==> src/rtl/input_port.sv <==
// Switch input port: two-flop synchroniser, debouncer and read handshake.
// Optional change-pulse output enabled by defining INPUT_PORT_IRQ_EN.
//
// Ports:
//   clock    - system clock, rising edge
//   n_reset  - synchronous reset, active low
//   switches - raw asynchronous switch bus
//   RE       - read enable, sampled on clock edge
//   Rdata    - registered read data (debounced word)
//   ready    - debounced word changed and not yet read
//   irq      - one-cycle change pulse (tied 0 without INPUT_PORT_IRQ_EN)
module input_port #(
  parameter int WORD_W     = 8,
  parameter int DEB_CYCLES = 16
) (
  input  logic              clock,
  input  logic              n_reset,
  input  logic [WORD_W-1:0] switches,
  input  logic              RE,
  output logic [WORD_W-1:0] Rdata,
  output logic              ready,
  output logic              irq
);

  localparam int CNT_W = $clog2(DEB_CYCLES);
  localparam logic [CNT_W-1:0] CNT_MAX = CNT_W'(DEB_CYCLES - 1);

  logic [WORD_W-1:0] s1_q, s1_d;
  logic [WORD_W-1:0] s2_q, s2_d;
  logic [WORD_W-1:0] cand_q, cand_d;
  logic [WORD_W-1:0] deb_q, deb_d;
  logic [WORD_W-1:0] rdata_q, rdata_d;
  logic [CNT_W-1:0]  cnt_q, cnt_d;
  logic              ready_q, ready_d;
  logic              upd;

  // Debounce: candidate must match the synchronised word for
  // DEB_CYCLES-1 counted edges before it is accepted.
  always_comb begin
    s1_d   = switches;
    s2_d   = s1_q;
    cand_d = cand_q;
    cnt_d  = cnt_q;
    deb_d  = deb_q;
    upd    = 1'b0;
    if (s2_q != cand_q) begin
      cand_d = s2_q;
      cnt_d  = '0;
    end else if (cnt_q < CNT_MAX) begin
      cnt_d = cnt_q + CNT_W'(1);
    end else if (cand_q != deb_q) begin
      deb_d = cand_q;
      upd   = 1'b1;
    end
  end

  // Read returns the pre-update word; a same-edge update keeps ready set.
  always_comb begin
    rdata_d = rdata_q;
    if (RE) rdata_d = deb_q;
    ready_d = upd | (ready_q & ~RE);
  end

  always_ff @(posedge clock) begin
    if (!n_reset) begin
      s1_q    <= '0;
      s2_q    <= '0;
      cand_q  <= '0;
      deb_q   <= '0;
      rdata_q <= '0;
      cnt_q   <= '0;
      ready_q <= 1'b0;
    end else begin
      s1_q    <= s1_d;
      s2_q    <= s2_d;
      cand_q  <= cand_d;
      deb_q   <= deb_d;
      rdata_q <= rdata_d;
      cnt_q   <= cnt_d;
      ready_q <= ready_d;
    end
  end

  assign Rdata = rdata_q;
  assign ready = ready_q;

`ifdef INPUT_PORT_IRQ_EN
  logic irq_q, irq_d;

  always_comb irq_d = upd;

  always_ff @(posedge clock) begin
    if (!n_reset) irq_q <= 1'b0;
    else          irq_q <= irq_d;
  end

  assign irq = irq_q;
`else
  assign irq = 1'b0;
`endif

endmodule
==> config.mk <==
export PLATFORM = sky130hd
export DESIGN_NAME = input_port
export DESIGN_NICKNAME = d
export VERILOG_FILES = /design/src/rtl/input_port.sv
export SDC_FILE = /design/constraint.sdc
export NUM_CORES = 1
export LEC_CHECK = 0
export CELL_PAD_IN_SITES_DETAIL_PLACEMENT = 0
export CELL_PAD_IN_SITES_GLOBAL_PLACEMENT = 1
export CORE_ASPECT_RATIO = 2
export CORE_MARGIN = 2
export CORE_UTILIZATION = 37
export CTS_CLUSTER_SIZE = 40
export DETAILED_ROUTE_END_ITERATION = 8
export PLACE_DENSITY_LB_ADDON = 0.1
export SETUP_SLACK_MARGIN = 0.5
export SLEW_MARGIN = 20
export SYNTH_ARGS = -nofsm -noshare
export SYNTH_HDL_FRONTEND = slang
export SYNTH_SLANG_ARGS = --single-unit
==> constraint.sdc <==
create_clock -name clock -period 1.61 [get_ports clock]
set_input_delay 0.322 -clock clock [delete_from_list [all_inputs] [get_ports clock]]
set_output_delay 0.322 -clock clock [all_outputs]
set_load 0.005 [all_outputs]
* Word-level counts from Yosys, hierarchy flattened
Index checks and enable logic that the tools add are counted.
** Operators by class
- Bitwise logic cells :: 6
- Reductions and logical operators :: 2
- Divide/modulo/power cells :: 0
- Equality and inequality tests :: 2
- Shift operators :: 0
- Mux-type cells :: 3
- $lt $le $gt $ge :: 1
- Add/subtract/negate cells :: 1
- Multiply operators :: 0
** Operators with widths (number)
- 8-bit inequality test :: 2
- 4-bit by 1-bit adder with 4-bit output, second input constant :: 1
- 4-bit < comparator, second input constant :: 1
- 1-bit NOT :: 4
- 1-bit 2-to-1 mux :: 3
- 3-bit AND reduction :: 1
- 2-bit OR reduction :: 1
- 1-bit AND :: 1
- 1-bit bitwise OR :: 1
** Storage, ports and cells
- Word-level logic and storage cells :: 22
- Latch bits :: 0
- RAM bits :: 0
- Output and inout port bits :: 10
- Register bits :: 45
- Input bits :: 11
- Memory bits (read-only) :: 0
- Memories kept :: 0

* Longest topological paths before layout
- Word-level depth :: 5
- Gate-level depth with buffers :: 5
- Mapped depth without buffers :: 4

* Least setup slack after synthesis
Ideal clock, no wire load.
- Kind :: register -> register
- Start point :: register cnt_q[0]
- End point :: register deb_q[0]
- Data required time :: 1.538 ns
- Path slack :: 0.048 ns
- Arrival time :: 1.491 ns
- Setup time :: 0.072 ns
- Buffers on the path :: 1
- Cell stages (with the launch flop) :: 6
- Period minus slack after synthesis :: 1.562 ns
- Cell sequence :: dfxtp_1 -> ha_1 -> nand3_1 -> a2111oi_1 -> buf_4 -> mux2i_1
** Between the ends
- Cells in the longest elaborated chain, start to end :: 3
** Ends and longest elaborated chain
- from (decl) :: RTL line 33 : logic [CNT_W-1:0] cnt_q, cnt_d;
- from (signal assigned) :: RTL line 79 : cnt_q <= cnt_d;
- 4-bit < comparator :: RTL line 49 : end else if (cnt_q < CNT_MAX) begin
- 1-bit NOT (no source line)
- 3-bit AND reduction (no source line)
- to (signal assigned) :: RTL line 69 : deb_q <= '0;
- to (signal assigned) :: RTL line 77 : deb_q <= deb_d;
- to (decl) :: RTL line 31 : logic [WORD_W-1:0] deb_q, deb_d;
No other way between the ends.
A chain may end at the register's enable or synchronous reset.

* Worst setup path in the final report
- Start point :: register cand_q[7]
- End point :: register ready_q (netlist: ready)
** Between the ends
- Cells in the longest elaborated chain, start to end :: 5
- Elaborated cells between the ends (all ways) :: 6
- Those cells by class :: eq/ne: 2; mux: 3; bitwise: 1
** Ends and longest elaborated chain
- from (decl) :: RTL line 30 : logic [WORD_W-1:0] cand_q, cand_d;
- from (signal assigned) :: RTL line 76 : cand_q <= cand_d;
- 8-bit inequality test :: RTL line 51 : end else if (cand_q != deb_q) begin
- 1-bit 2-to-1 mux :: RTL line 51
- 1-bit 2-to-1 mux :: RTL line 49
- 1-bit 2-to-1 mux (*) :: RTL line 46 : if (s2_q != cand_q) begin
- 1-bit bitwise OR (*) :: RTL line 61 : ready_d = upd | (ready_q & ~RE);
- to (signal assigned) :: RTL line 80 : ready_q <= ready_d;
- to (decl) :: RTL line 34 : logic ready_q, ready_d;
Mark *: on every way between the ends. The rest lies on a longest branch, timed or not.

==> results.md <==
- The run finished with clean final reports.
- For this design the ratio of total power to cell area is 966 nW/um^2.
- The count of synthesis-stage warnings from yosys is 0.
- The cell area after technology mapping is 1620 um^2.
- The CTS H-tree depth is 2.
- The required time of the worst setup path is 1.81 ns.
- At the end of routability-driven placement, the weighted congestion stood at 0.761.
- The via count is 1,104.
- Based on the critical path, the design can be clocked at up to 0.631 GHz.
- Data on the critical path arrives at its endpoint at 1.78 ns.
- The type of the worst setup path is flop to flop.
- The hold buffer count at CTS is 0.
- The post-route netlist has 41.1% of its cells at a drive strength greater than 1.
- The clock tree from TritonCTS is built.
- The count of nets left with antenna violations once routing finished came out at 0.
- The via count of the first global-routing pass is 1,128.
- The floorplan row count is 34.
- The top cell type by total area after synthesis is sky130_fd_sc_hd__dfxtp_1.
- The die width is 50.8 um.
- For this run, the leading register cell type out of synthesis is sky130_fd_sc_hd__dfxtp_1.
- The peak per-stage delay on the critical path is 0.38 ns.
- The core region is 4300 um^2.
- Yosys attributes the largest share of cell area to sky130_fd_sc_hd__dfxtp_1, sky130_fd_sc_hd__mux2i_1, sky130_fd_sc_hd__and2_1.
- The worst-case IR drop observed on VDD is 0.716 mV.
- For this block, the initial DRC count from the detailed router was 4.
- The wire length of the first global-routing pass is 5090 um.
- Across the run, the number of max-cap violations was 0.
- The clock tree buffer depth is 2.
- The fill cell total of the finished layout is 403.
- For this design the static power due to leakage is 0.912 nW.
- After detailed routing, the average wire length per cell comes to 12.3 um.
- The total count of hold-check failures in the final report is 0.
- The max-slew violation count is 0.
- The launching element type of the critical path is a flop.
- The critical path goes through xor2_2 -> nor4_4 -> a2111oi_4 -> buf_4 -> buf_4 -> o21a_1.
- Subtracting the final worst setup slack from the clock period gives 1.58 ns.
- The initial utilization of the core area, before any placement, comes to 37.7%.
- 21 I/O pins were placed.
- In this run the tool buffered the top-level ports with 19 buffer cells.
- Setup total negative slack on the finished layout was measured at 0 ns.
- The part of the Yosys area used for sequential elements is 55.6%.
- The initial antenna violation count was 0.
- The post-synthesis to final-layout area growth is 39.7%.
- Along the worst path, the maximum fanout reaches 3.
- In the synthesized netlist the async set-or-reset flop fraction comes to 0%.
- The largest individual stage delay along the critical path comes from the cell sky130_fd_sc_hd__dfxtp_4.
- After layout, the worst path uses 98.4% of the clock period.
- After legalization and detailed placement, the total HPWL measured 2110 um.
- The worst hold path belongs to the class flop to flop.
- The clock transition at the registers of the reported paths is 0.08 ns.
- Synthesis handed over a netlist of 156 instances.
- The share of synthesized area in the top cell type comes to 55.6%.
- The pre-antenna-repair detailed-routing pass consisted of 4 iterations.
- After synthesis, the netlist uses 22 different library cells.
- Measured along the y axis, the die boundary spans 97.6 um.
- Synthesis produced a netlist with a net count of 168.
- The sort of element at the end of the critical path is a flop.
- Clock latency on the worst-skew pair, taken at its later pin, is 0.30 ns.
- In this run the clock root is driven by a sky130_fd_sc_hd__clkbuf_8.
- For this run, design rule violations remaining after detail routing come to 0.
- Entering global routing, the biggest net connects 42 pins.
- In the synthesized netlist, the cells that appear most often are sky130_fd_sc_hd__dfxtp_1, sky130_fd_sc_hd__and2_1, sky130_fd_sc_hd__mux2i_1, sky130_fd_sc_hd__nand2_1, sky130_fd_sc_hd__nor2_1.
- The tree built by TritonCTS fans out to 45 sinks.
- Across the routed clock network, the largest skew measured is 0.00597 ns.
- Summed over all layers, the routed wires come to 3040 um.
- Clock tree synthesis inserted a total of 5 buffers.
- In this design, the critical path's most frequently occurring cell is sky130_fd_sc_hd__buf_4.
- The count of nets after finishing is 203.
- The synthesized flop and latch total is 45.
- The mean post-synth cell area is 10.4 um^2.
- The most common cell in the netlist is sky130_fd_sc_hd__dfxtp_1.
- The total routing resource utilization after global routing is 14.2%.
- Setup violations remaining at the end of the flow were counted as 0.
- Dividing the detail-routed via count by the number of cells gives 4.49.
- For this run the aggregate overflow at the end of global routing stands at 0.
- Cells fill 52.7% of the core in the end.
- The floorplan step defined a die boundary enclosing 4960 um^2.
- Setup repair after global routing could not meet its margin everywhere.
- The antenna cell count is 0.
- The number of enable flip-flop cells after synthesis is 0.
==> stage by stage <==
stage               hold slack [ns]  instance area, um^2  setup WS, ns  instances  power (mW)
finish                        0.435                 2260        0.0262        246        2.19
global route                  0.446                 2260       -0.0802        246        2.29
CTS                           0.440                 2150        0.0908        245        2.21
detailed placement            0.419                 1960      -0.00669        233        1.31
global placement              0.416                 1960       0.00884        233        1.31
floorplan                     0.412                 1650         0.248        156        1.25
==> power by group <==
part / internal (mW) / switching [mW]
sequential: 1.14 / 0.0207
clock: 0.504 / 0.379
combinational: 0.0844 / 0.0612
==> layer usage <==
metal | global-route usage, % | vias up | part of all wire (%)
met4 | 9.36 | 0 | 3.6
met5 | 0 | - | 0
li1 | - | 568 | -
met3 | 3.69 | 8 | 2.9
met1 | 13.6 | 507 | 36
met2 | 25.2 | 21 | 57
==> critical path: cells and delay by family (launching register included) <==
family | cells | cell delay [ns]
and+or+nand+nor | 1 | 0.33
buffers and inverters | 2 | 0.30
xor gates and xnor gates | 1 | 0.19
AOI/OAI and AO/OA | 2 | 0.28
DFF | 1 | 0.38
==> registers in the layout, indices dropped and copies added (netlist names) <==
register	cells
cand_q	8
s2_q	8
Rdata	8
deb_q	8
ready	1
s1_q	8
cnt_q	4
==> path summary, 6_finish.rpt <==
path | start | end | slack, ns | cells after the start
max | cand_q[7] | ready | 0.03 | 6
min | s1_q[4] | s2_q[4] | 0.43 | 1
max reg2reg | cand_q[7] | ready | 0.03 | 6
min reg2reg | s1_q[4] | s2_q[4] | 0.43 | 1
==> area by class of cell <==
class / instances / area, um^2 / area share, %
timing repair buffer: 35 / 269 / 11.9
clock buffer: 6 / 82.6 / 3.65
tap: 54 / 67.6 / 2.99
sequential: 45 / 941 / 41.6
multi-input combinational: 103 / 862 / 38.1
inverter: 1 / 3.75 / 0.166
clock inverter: 2 / 37.5 / 1.66
==> repair_timing <==
action / CTS / global route
pin swaps: 11 / 5
setup buffers: 4 / 1
resized for setup: 60 / 20
endpoints found under the setup margin: 22 / 36
hold endpoints to repair: 0 / 0
==> cell usage in the layout, fill, tap and decap left out <==
cell and n:
sky130_fd_sc_hd__and2_1 24, sky130_fd_sc_hd__conb_1 1, sky130_fd_sc_hd__or3_4 1, sky130_fd_sc_hd__ha_4 1, sky130_fd_sc_hd__nor4_2 1, sky130_fd_sc_hd__a2111oi_4 1
sky130_fd_sc_hd__a31oi_1 1, sky130_fd_sc_hd__xor2_1 1, sky130_fd_sc_hd__clkinv_1 1, sky130_fd_sc_hd__nor4_4 1, sky130_fd_sc_hd__mux2i_1 17, sky130_fd_sc_hd__nand3_4 1
sky130_fd_sc_hd__clkbuf_8 6, sky130_fd_sc_hd__buf_2 9, sky130_fd_sc_hd__xnor2_1 5, sky130_fd_sc_hd__dfxtp_2 23, sky130_fd_sc_hd__dfxtp_4 3, sky130_fd_sc_hd__buf_6 1
sky130_fd_sc_hd__nand3_1 1, sky130_fd_sc_hd__a211oi_2 1, sky130_fd_sc_hd__nand4_1 2, sky130_fd_sc_hd__xnor2_2 3, sky130_fd_sc_hd__nand2_1 17, sky130_fd_sc_hd__nor2_4 1
sky130_fd_sc_hd__nor2b_1 1, sky130_fd_sc_hd__dfxtp_1 19, sky130_fd_sc_hd__clkdlybuf4s50_1 10, sky130_fd_sc_hd__xor2_2 7, sky130_fd_sc_hd__nor3_2 1, sky130_fd_sc_hd__xnor2_4 1
sky130_fd_sc_hd__o21a_1 1, sky130_fd_sc_hd__clkinvlp_4 1, sky130_fd_sc_hd__bufinv_16 1, sky130_fd_sc_hd__buf_4 15, sky130_fd_sc_hd__nor2_1 12
==> kinds of logic after synthesis <==
family	count (synthesis)	synth area share (%)
buf+inv	8	2.32
compound gates	4	1.93
simple gates	63	19.5
xor+xnor	17	9.19
other cells	1	0.231
flops	45	55.6
fa+ha+maj	1	0.772
mux	17	10.5
Power figures use the tool's default switching activity.
